<file path="src/rtl/multicycle_alu.sv">
// multicycle_alu: WIDTH-bit ALU evaluated SLICE bits per clock, LSB first,
// with a registered carry between slices and valid/ready on both sides.
// Optional feature macro: MULTICYCLE_ALU_BACK2BACK_EN. When it is defined,
// a new request may be accepted on the same edge as the output handshake.
`timescale 1ns/1ps
module multicycle_alu #(
    parameter int WIDTH = 128,
    parameter int SLICE = 8
) (
    input  logic             clk,
    input  logic             rst,
    input  logic             in_valid,
    output logic             in_ready,
    input  logic [WIDTH-1:0] op1,
    input  logic [WIDTH-1:0] op2,
    input  logic [2:0]       opsel,
    input  logic             mode,
    output logic             out_valid,
    input  logic             out_ready,
    output logic [WIDTH-1:0] result,
    output logic             c_flag,
    output logic             z_flag,
    output logic             o_flag,
    output logic             s_flag
);

    localparam int NSLICE = WIDTH / SLICE;
    localparam int IDX_W  = (NSLICE > 1) ? $clog2(NSLICE) : 1;
    localparam logic [IDX_W-1:0] LAST_IDX = IDX_W'(NSLICE - 1);

    generate
        if ((WIDTH % SLICE) != 0) begin : g_bad_slice
            $error("multicycle_alu: WIDTH must be a multiple of SLICE");
        end
    endgenerate

    typedef enum logic [1:0] {
        S_IDLE = 2'd0,
        S_CALC = 2'd1,
        S_DONE = 2'd2
    } state_t;

    // Bitwise operations for mode=0, evaluated one slice at a time
    function automatic logic [SLICE-1:0] logic_slice(input logic [2:0]       sel,
                                                     input logic [SLICE-1:0] a,
                                                     input logic [SLICE-1:0] b);
        logic [SLICE-1:0] r;
        case (sel)
            3'b000:  r = a & b;
            3'b001:  r = a | b;
            3'b010:  r = a ^ b;
            3'b011:  r = ~a;
            3'b100:  r = ~(a & b);
            3'b101:  r = ~(a | b);
            3'b110:  r = ~(a ^ b);
            default: r = a;
        endcase
        return r;
    endfunction

    state_t           state_q, state_d;
    logic [IDX_W-1:0] idx_q, idx_d;
    logic             carry_q, carry_d;
    logic             zero_q, zero_d;
    logic [WIDTH-1:0] result_q, result_d;
    logic             c_q, c_d, z_q, z_d, o_q, o_d, s_q, s_d;
    // Operands are stored already in A + B' + cin form for arithmetic ops
    logic [WIDTH-1:0] a_q, a_d, b_q, b_d;
    logic [2:0]       opsel_q, opsel_d;
    logic             mode_q, mode_d;

    logic [SLICE-1:0] a_s, b_s, slice_res;
    logic [SLICE:0]   sum_ext;
    logic             cin_msb;
    logic             load;

    // Current slice datapath: adder for arithmetic, bitwise unit for logic
    always_comb begin
        a_s       = a_q[idx_q*SLICE +: SLICE];
        b_s       = b_q[idx_q*SLICE +: SLICE];
        sum_ext   = {1'b0, a_s} + {1'b0, b_s} + {{SLICE{1'b0}}, carry_q};
        // Carry into the slice MSB recovered from the sum bit and its operands
        cin_msb   = sum_ext[SLICE-1] ^ a_s[SLICE-1] ^ b_s[SLICE-1];
        slice_res = mode_q ? sum_ext[SLICE-1:0] : logic_slice(opsel_q, a_s, b_s);
    end

    // Next-state, handshake outputs and operand capture
    always_comb begin
        state_d   = state_q;
        idx_d     = idx_q;
        carry_d   = carry_q;
        zero_d    = zero_q;
        result_d  = result_q;
        c_d       = c_q;
        z_d       = z_q;
        o_d       = o_q;
        s_d       = s_q;
        a_d       = a_q;
        b_d       = b_q;
        opsel_d   = opsel_q;
        mode_d    = mode_q;
        in_ready  = 1'b0;
        out_valid = 1'b0;
        load      = 1'b0;

        case (state_q)
            S_IDLE: begin
                in_ready = 1'b1;
                if (in_valid) load = 1'b1;
            end
            S_CALC: begin
                result_d[idx_q*SLICE +: SLICE] = slice_res;
                carry_d = mode_q & sum_ext[SLICE];
                zero_d  = zero_q & (slice_res == '0);
                if (idx_q == LAST_IDX) begin
                    state_d = S_DONE;
                    c_d     = mode_q & sum_ext[SLICE];
                    z_d     = zero_q & (slice_res == '0);
                    o_d     = mode_q & (cin_msb ^ sum_ext[SLICE]);
                    s_d     = slice_res[SLICE-1];
                end else begin
                    idx_d = idx_q + 1'b1;
                end
            end
            S_DONE: begin
                out_valid = 1'b1;
`ifdef MULTICYCLE_ALU_BACK2BACK_EN
                in_ready = out_ready;
                if (out_ready) begin
                    if (in_valid) load = 1'b1;
                    else          state_d = S_IDLE;
                end
`else
                if (out_ready) state_d = S_IDLE;
`endif
            end
            default: state_d = S_IDLE;
        endcase

        if (load) begin
            state_d = S_CALC;
            idx_d   = '0;
            zero_d  = 1'b1;
            opsel_d = opsel;
            mode_d  = mode;
            a_d     = op1;
            b_d     = op2;
            carry_d = 1'b0;
            if (mode) begin
                case (opsel)
                    3'b000: ;
                    3'b001: begin b_d = ~op2; carry_d = 1'b1; end
                    3'b010: begin b_d = '0;   carry_d = 1'b1; end
                    3'b011: begin b_d = '1; end
                    3'b100: begin a_d = '0;   b_d = ~op2; carry_d = 1'b1; end
                    // Reserved codes reduce to 0 + 0 + 0: result 0, z=1, other flags 0
                    default: begin a_d = '0; b_d = '0; end
                endcase
            end
        end
    end

    // Control and visible result/flag registers, synchronous reset
    always_ff @(posedge clk) begin
        if (rst) begin
            state_q  <= S_IDLE;
            idx_q    <= '0;
            carry_q  <= 1'b0;
            zero_q   <= 1'b0;
            result_q <= '0;
            c_q      <= 1'b0;
            z_q      <= 1'b0;
            o_q      <= 1'b0;
            s_q      <= 1'b0;
        end else begin
            state_q  <= state_d;
            idx_q    <= idx_d;
            carry_q  <= carry_d;
            zero_q   <= zero_d;
            result_q <= result_d;
            c_q      <= c_d;
            z_q      <= z_d;
            o_q      <= o_d;
            s_q      <= s_d;
        end
    end

    // Captured operands; only meaningful after an accept, so no reset
    always_ff @(posedge clk) begin
        a_q     <= a_d;
        b_q     <= b_d;
        opsel_q <= opsel_d;
        mode_q  <= mode_d;
    end

    assign result = result_q;
    assign c_flag = c_q;
    assign z_flag = z_q;
    assign o_flag = o_q;
    assign s_flag = s_q;

endmodule

</file>
<file path="config.mk">
export PLATFORM = sky130hd
export DESIGN_NAME = multicycle_alu
export DESIGN_NICKNAME = d
export VERILOG_FILES = /design/src/rtl/multicycle_alu.sv
export SDC_FILE = /design/constraint.sdc
export NUM_CORES = 1
export LEC_CHECK = 0
export CAP_MARGIN = 20
export CORE_MARGIN = 8
export CORE_UTILIZATION = 35
export DETAILED_ROUTE_END_ITERATION = 10
export PLACE_DENSITY = 0.57
export SLEW_MARGIN = 10
export SYNTH_ARGS = -nofsm -noshare
export SYNTH_HDL_FRONTEND = slang
export SYNTH_SLANG_ARGS = --single-unit
</file>
<file path="constraint.sdc">
create_clock -name clk -period 9.6 [get_ports clk]
set_input_delay 1.44 -clock clk [delete_from_list [all_inputs] [get_ports clk]]
set_output_delay 1.44 -clock clk [all_outputs]
set_load 0.005 [all_outputs]
</file>
* After elaboration in Yosys (flattened, before gate mapping)
Index checks and enable logic that the tools add are counted. W data, S select, Z words.
Storage, ports and cells: register bits 400, input port bits 264, output and inout port bits 134, word-level logic and storage cells 90
Cells by class: add/subtract/negate cells 4, eq/ne operators 18, shifts and indexed selects 4, muxes and demuxes 21, bitwise gates (word level) 16, reduce and logical (&&, ||, !) cells 13
Operators by type and width (number):
- $mux W128 | 3
- $pmux W128 S3 | 1
- $shiftx A128 B8 Y8 | 2
- $bwmux W128 | 1
- $not A128 Y128 | 1
- $shift A8 B34 Y128 const A | 1
- $shiftx A8 B34 Y128 | 1
- $pmux W8 S7 | 1
- $neg A7 Y34 | 1
- $not A8 Y8 | 4
- $eq A3 B2 Y1 const B | 4
- $eq A3 B3 Y1 const B | 4
- $mux W1 | 11
- $add A8 B8 Y9 | 1
- $add A9 B1 Y9 | 1
- $and A8 B8 Y8 | 1
- $logic_not A8 Y1 | 1
- $mux W8 | 1
- $or A8 B8 Y8 | 1
- $xor A8 B8 Y8 | 1
- $eq A3 B1 Y1 const B | 2
- $logic_not A3 Y1 | 2
- $ne A2 B2 Y1 const B | 3
- $ne A3 B3 Y1 const B | 2
- other kinds (16) | 25

* Logic depth before layout (Yosys ltp)
word-level depth 9, gate-level depth with buffers 21, gate-level depth less buffers 16

* Least setup slack after synthesis
OpenSTA, ideal clock, no wires.
path type input -> register, start point input port in_valid, end point register carry_q, setup time 90 ps, data arrival time 7386 ps, setup slack 2124 ps, stages on the path 4, path buffers 0, path through nand2_1 -> inv_1 -> o2111ai_1 -> a31oi_1
On the way: word-level cells in the longest chain between the ends 3
RTL lines:
- from (decl) | RTL line 12 | input logic in_valid,
- $mux W1 (*) | RTL line 109 | if (in_valid) load = 1'b1;
- $mux W1 (*) | RTL line 106 | case (state_q)
- net load | RTL line 75 | logic load;
- $mux W1 or $reduce_bool A2 Y1 (tied branches)
- to (signal assigned) | RTL line 178 | carry_q <= carry_d;
- to (decl) | RTL line 63 | logic carry_q, carry_d;
Mark *: on every way through the listed nets, which the timed path passes. The rest lies on a longest branch. A chain may end at the register's enable or synchronous reset.

* Worst setup path in the final report
start point register idx_q[1], end point register z_q, in the netlist z_flag
On the way: word-level cells in the longest chain between the ends 7
RTL lines:
- from (decl) | RTL line 62 | logic [IDX_W-1:0] idx_q, idx_d;
- from (signal assigned) | RTL line 177 | idx_q <= idx_d;
- branches (longest 7 deep; another with $add A8 B8 Y9)
- to (signal assigned) | RTL line 182 | z_q <= z_d;
- to (decl) | RTL line 66 | logic c_q, c_d, z_q, z_d, o_q, o_d, s_q, s_d;
Several ways; the timed one is not identified.

==> flow_metrics.env <==
export IMPL_status="finished clean"
export IMPL_first_iter_violations=1192
export IMPL_gp_congestion=0.840
export IMPL_postCtsHoldBufs=0
export IMPL_yosysSeqAreaShare_pct=49.7
export IMPL_async_flop_share_pct=0
export IMPL_regArea_sq_um=10600
export IMPL_drc=0
export IMPL_synth_fp_nets=2357
export IMPL_final_cell_mix="clkdlybuf4s50_1, edfxtp_1, nand2_1"
export IMPL_crit_required_ps=10120
export IMPL_die_h_microns=263
export IMPL_h_tree_depth=2
export IMPL_finalWorstSetupSlack_ps=4260
export IMPL_std_cell_rows=90
export IMPL_overflow=0
export IMPL_grt_max_degree=170
export IMPL_slew_violations=0
export IMPL_viasPerCell=5.29
export IMPL_synth_area_per_cell_sq_um=10.3
export IMPL_critPathKind="reg -> reg"
export IMPL_fmax_mhz=187
export IMPL_ios=398
export IMPL_clockBufferDepth=3
export IMPL_path_cells="buf_4 -> mux4_2 -> mux2_2 -> o21ai_0 -> ha_1 -> mux2i_1 -> o22ai_1 -> a2111oi_1 -> a211oi_2 -> or4b_1 -> or4_4 -> o31ai_4"
export IMPL_ir_drop_v=0.000103
export IMPL_power_density_nw_per_um2=157
export IMPL_clk_pin_slew_worst_paths_ps=60
export IMPL_preCtsSetupSlack_ps=4210
export IMPL_cp_arrival_ps=5850
export IMPL_cts_tree="built"
export IMPL_cap_viol_max_count=0
export IMPL_die_w_microns=263
export IMPL_start_kind="flop"
export IMPL_nFillCells=5633
export IMPL_synth_top_area_share_pct=36.5
export IMPL_post_cts_setup_buffers=0
export IMPL_start_util_pct=35.4
export IMPL_drt_total_wl_microns=69300
export IMPL_syn_inst=2072
export IMPL_synth_area_top_cells="edfxtp_1, dfxtp_1, mux2i_1, mux4_2, o211ai_1"
export IMPL_synth_area_sq_um=21400
export IMPL_coreArea_sq_um=60400
export IMPL_clk_latency_ps=590
export IMPL_cp_end_kind="flop"
export IMPL_cp_slowest_stage_delay_ps=870
export IMPL_wl_per_cell_microns=21.8
export IMPL_grt_pass1_vias=16800
export IMPL_finalSetupTns_ps=0
export IMPL_multi_input_area_sq_um=9510
export IMPL_crit_path_max_fanout=42
export IMPL_synth_top_area_cell="edfxtp_1"
export IMPL_grt_setup_unrepaired="false"
export IMPL_synth_warnings=0
export IMPL_p_leak_nw=9.74
export IMPL_antenna_found_initial=2
export IMPL_drive_above_1_share_pct=6.83
export IMPL_dieArea_sq_um=69200
export IMPL_hold_violations=0
export IMPL_post_route_period_util_pct=55.6
export IMPL_final_nets=2651
export IMPL_drt_antenna_violating_nets=0
export IMPL_period_needed_ps=5340
export IMPL_yosys_cell_types_count=68
export IMPL_ys_flop_type="edfxtp_1"
export IMPL_post_cts_resized=0
export IMPL_hp_class="reg -> reg"
export IMPL_cts_made_buffers=44
export IMPL_maxSlewHeadroom_pct=32.2
export IMPL_mostFrequentLayoutCell="clkdlybuf4s50_1"
export IMPL_dpl_cell_area_sq_um=25800
export IMPL_vias=16800
export IMPL_fin_skew_ps=34.4
export IMPL_clock_sink_count=400
export IMPL_holdPathStages=2
export IMPL_portBuffers=397
export IMPL_tightestPinTransition_ps=1010
export IMPL_finalSetupViolCount=0
export IMPL_grtUsageTotal_pct=19.2
export IMPL_grt_pass1_wl_microns=105000
export IMPL_drt_first_pass_iters=5
export IMPL_synth_edf_count=260
export IMPL_area_delta_synth_final_pct=27.5
export IMPL_ys_ff_latch=400
export IMPL_dp_hpwl_microns=49000
export IMPL_reg2regPathDepth=12
export IMPL_crit_slowest_cell="dfxtp_4"
export IMPL_p_total_mw=4.29
export IMPL_cts_root_buf="clkbuf_16"
export IMPL_final_area_sq_um=27200
kinds of logic (layout without fill, tap and decap cells):
| kind of cell | count (synthesis) | in the layout | synth area share (%) |
|---|---|---|---|
| and+or+nand+nor | 610 | 610 | 13.6 |
| muxes | 280 | 280 | 16.4 |
| AOI/OAI and AO/OA | 433 | 433 | 12.9 |
| DFF | 400 | 400 | 49.7 |
| adders and majority gates | 21 | 21 | 1.30 |
| xor gates and xnor gates | 6 | 6 | 0.246 |
| other | 0 | 2 | 0 |
| buffers and inverters | 322 | 652 | 6.02 |
layout make-up:
cell class / count / area share, %
diodes: 2 / 0.0184
clock buffers: 69 / 4.53
clock inverters: 13 / 0.537
inverters: 154 / 2.15
multi-input cells: 1350 / 34.9
flip-flops and latches: 400 / 39.0
well taps: 782 / 3.59
repair buffers: 416 / 15.3
registers in the layout, indices dropped and copies added, names as in the netlist:
signal   cells
a_q        128
s_flag       1
z_flag       1
state_q      2
carry_q      1
result     128
b_q        128
mode_q       1
opsel_q      3
o_flag       1
idx_q        4
c_flag       1
zero_q       1
report_power, final:
part | internal [mW] | switching [mW]
clock | 0.944 | 0.694
sequential | 1.95 | 0.0352
combinational | 0.296 | 0.373
total | 3.19 | 1.10
final timing paths:
check | from | to | slack (ps)
setup / recovery | idx_q[1] | z_flag | 4260
hold / removal | result[96] | result[96] | 460
setup reg to reg | idx_q[1] | z_flag | 4260
hold reg to reg | result[96] | result[96] | 460
cells in the mapped netlist (all sizes together) (3+ instances only):
cell,count
a2111oi,4
a211oi,19
a21o,8
a21oi,78
a221o,6
a22oi,4
a31oi,3
and2,133
and3,5
buf,26
clkbuf,142
dfxtp,140
edfxtp,260
ha,19
inv,153
mux2,14
mux2i,213
mux4,53
nand2,234
nand2b,9
nand3,64
nand4,17
nor2,108
nor2b,13
nor3,9
nor4,5
o211ai,129
o21a,14
o21ai,141
o22ai,12
or2,3
xnor2,4
metal layers:
metal | part of all wire [%] | up-vias | track usage [%]
li1 | - | 8011 | -
met1 | 42 | 8171 | 24.2
met2 | 51 | 578 | 33.9
met3 | 5.2 | 82 | 3.23
met4 | 2.2 | 0 | 4.89
met5 | 0 | - | 0
stage by stage:
step / cells / hold slack [ps] / util (%)
after floorplan: 2072 / 448 / -
after global placement: 3099 / 446 / 42.7
after global routing: 3186 / 475 / 45.1
after detailed placement: 3099 / 449 / 42.7
after CTS: 3181 / 460 / 45.0
final: 3186 / 456 / 45.1
critical path, delay by kind of cell (launching register included):
kind / cells / cell delay [ps]
DFF: 1 / 870
muxes: 3 / 1040
adders and majority gates: 1 / 350
and+or+nand+nor: 2 / 1040
AOI/OAI and AO/OA: 5 / 1240
buffers and inverters: 1 / 680
No activity file was read; power rests on OpenSTA's default activity.
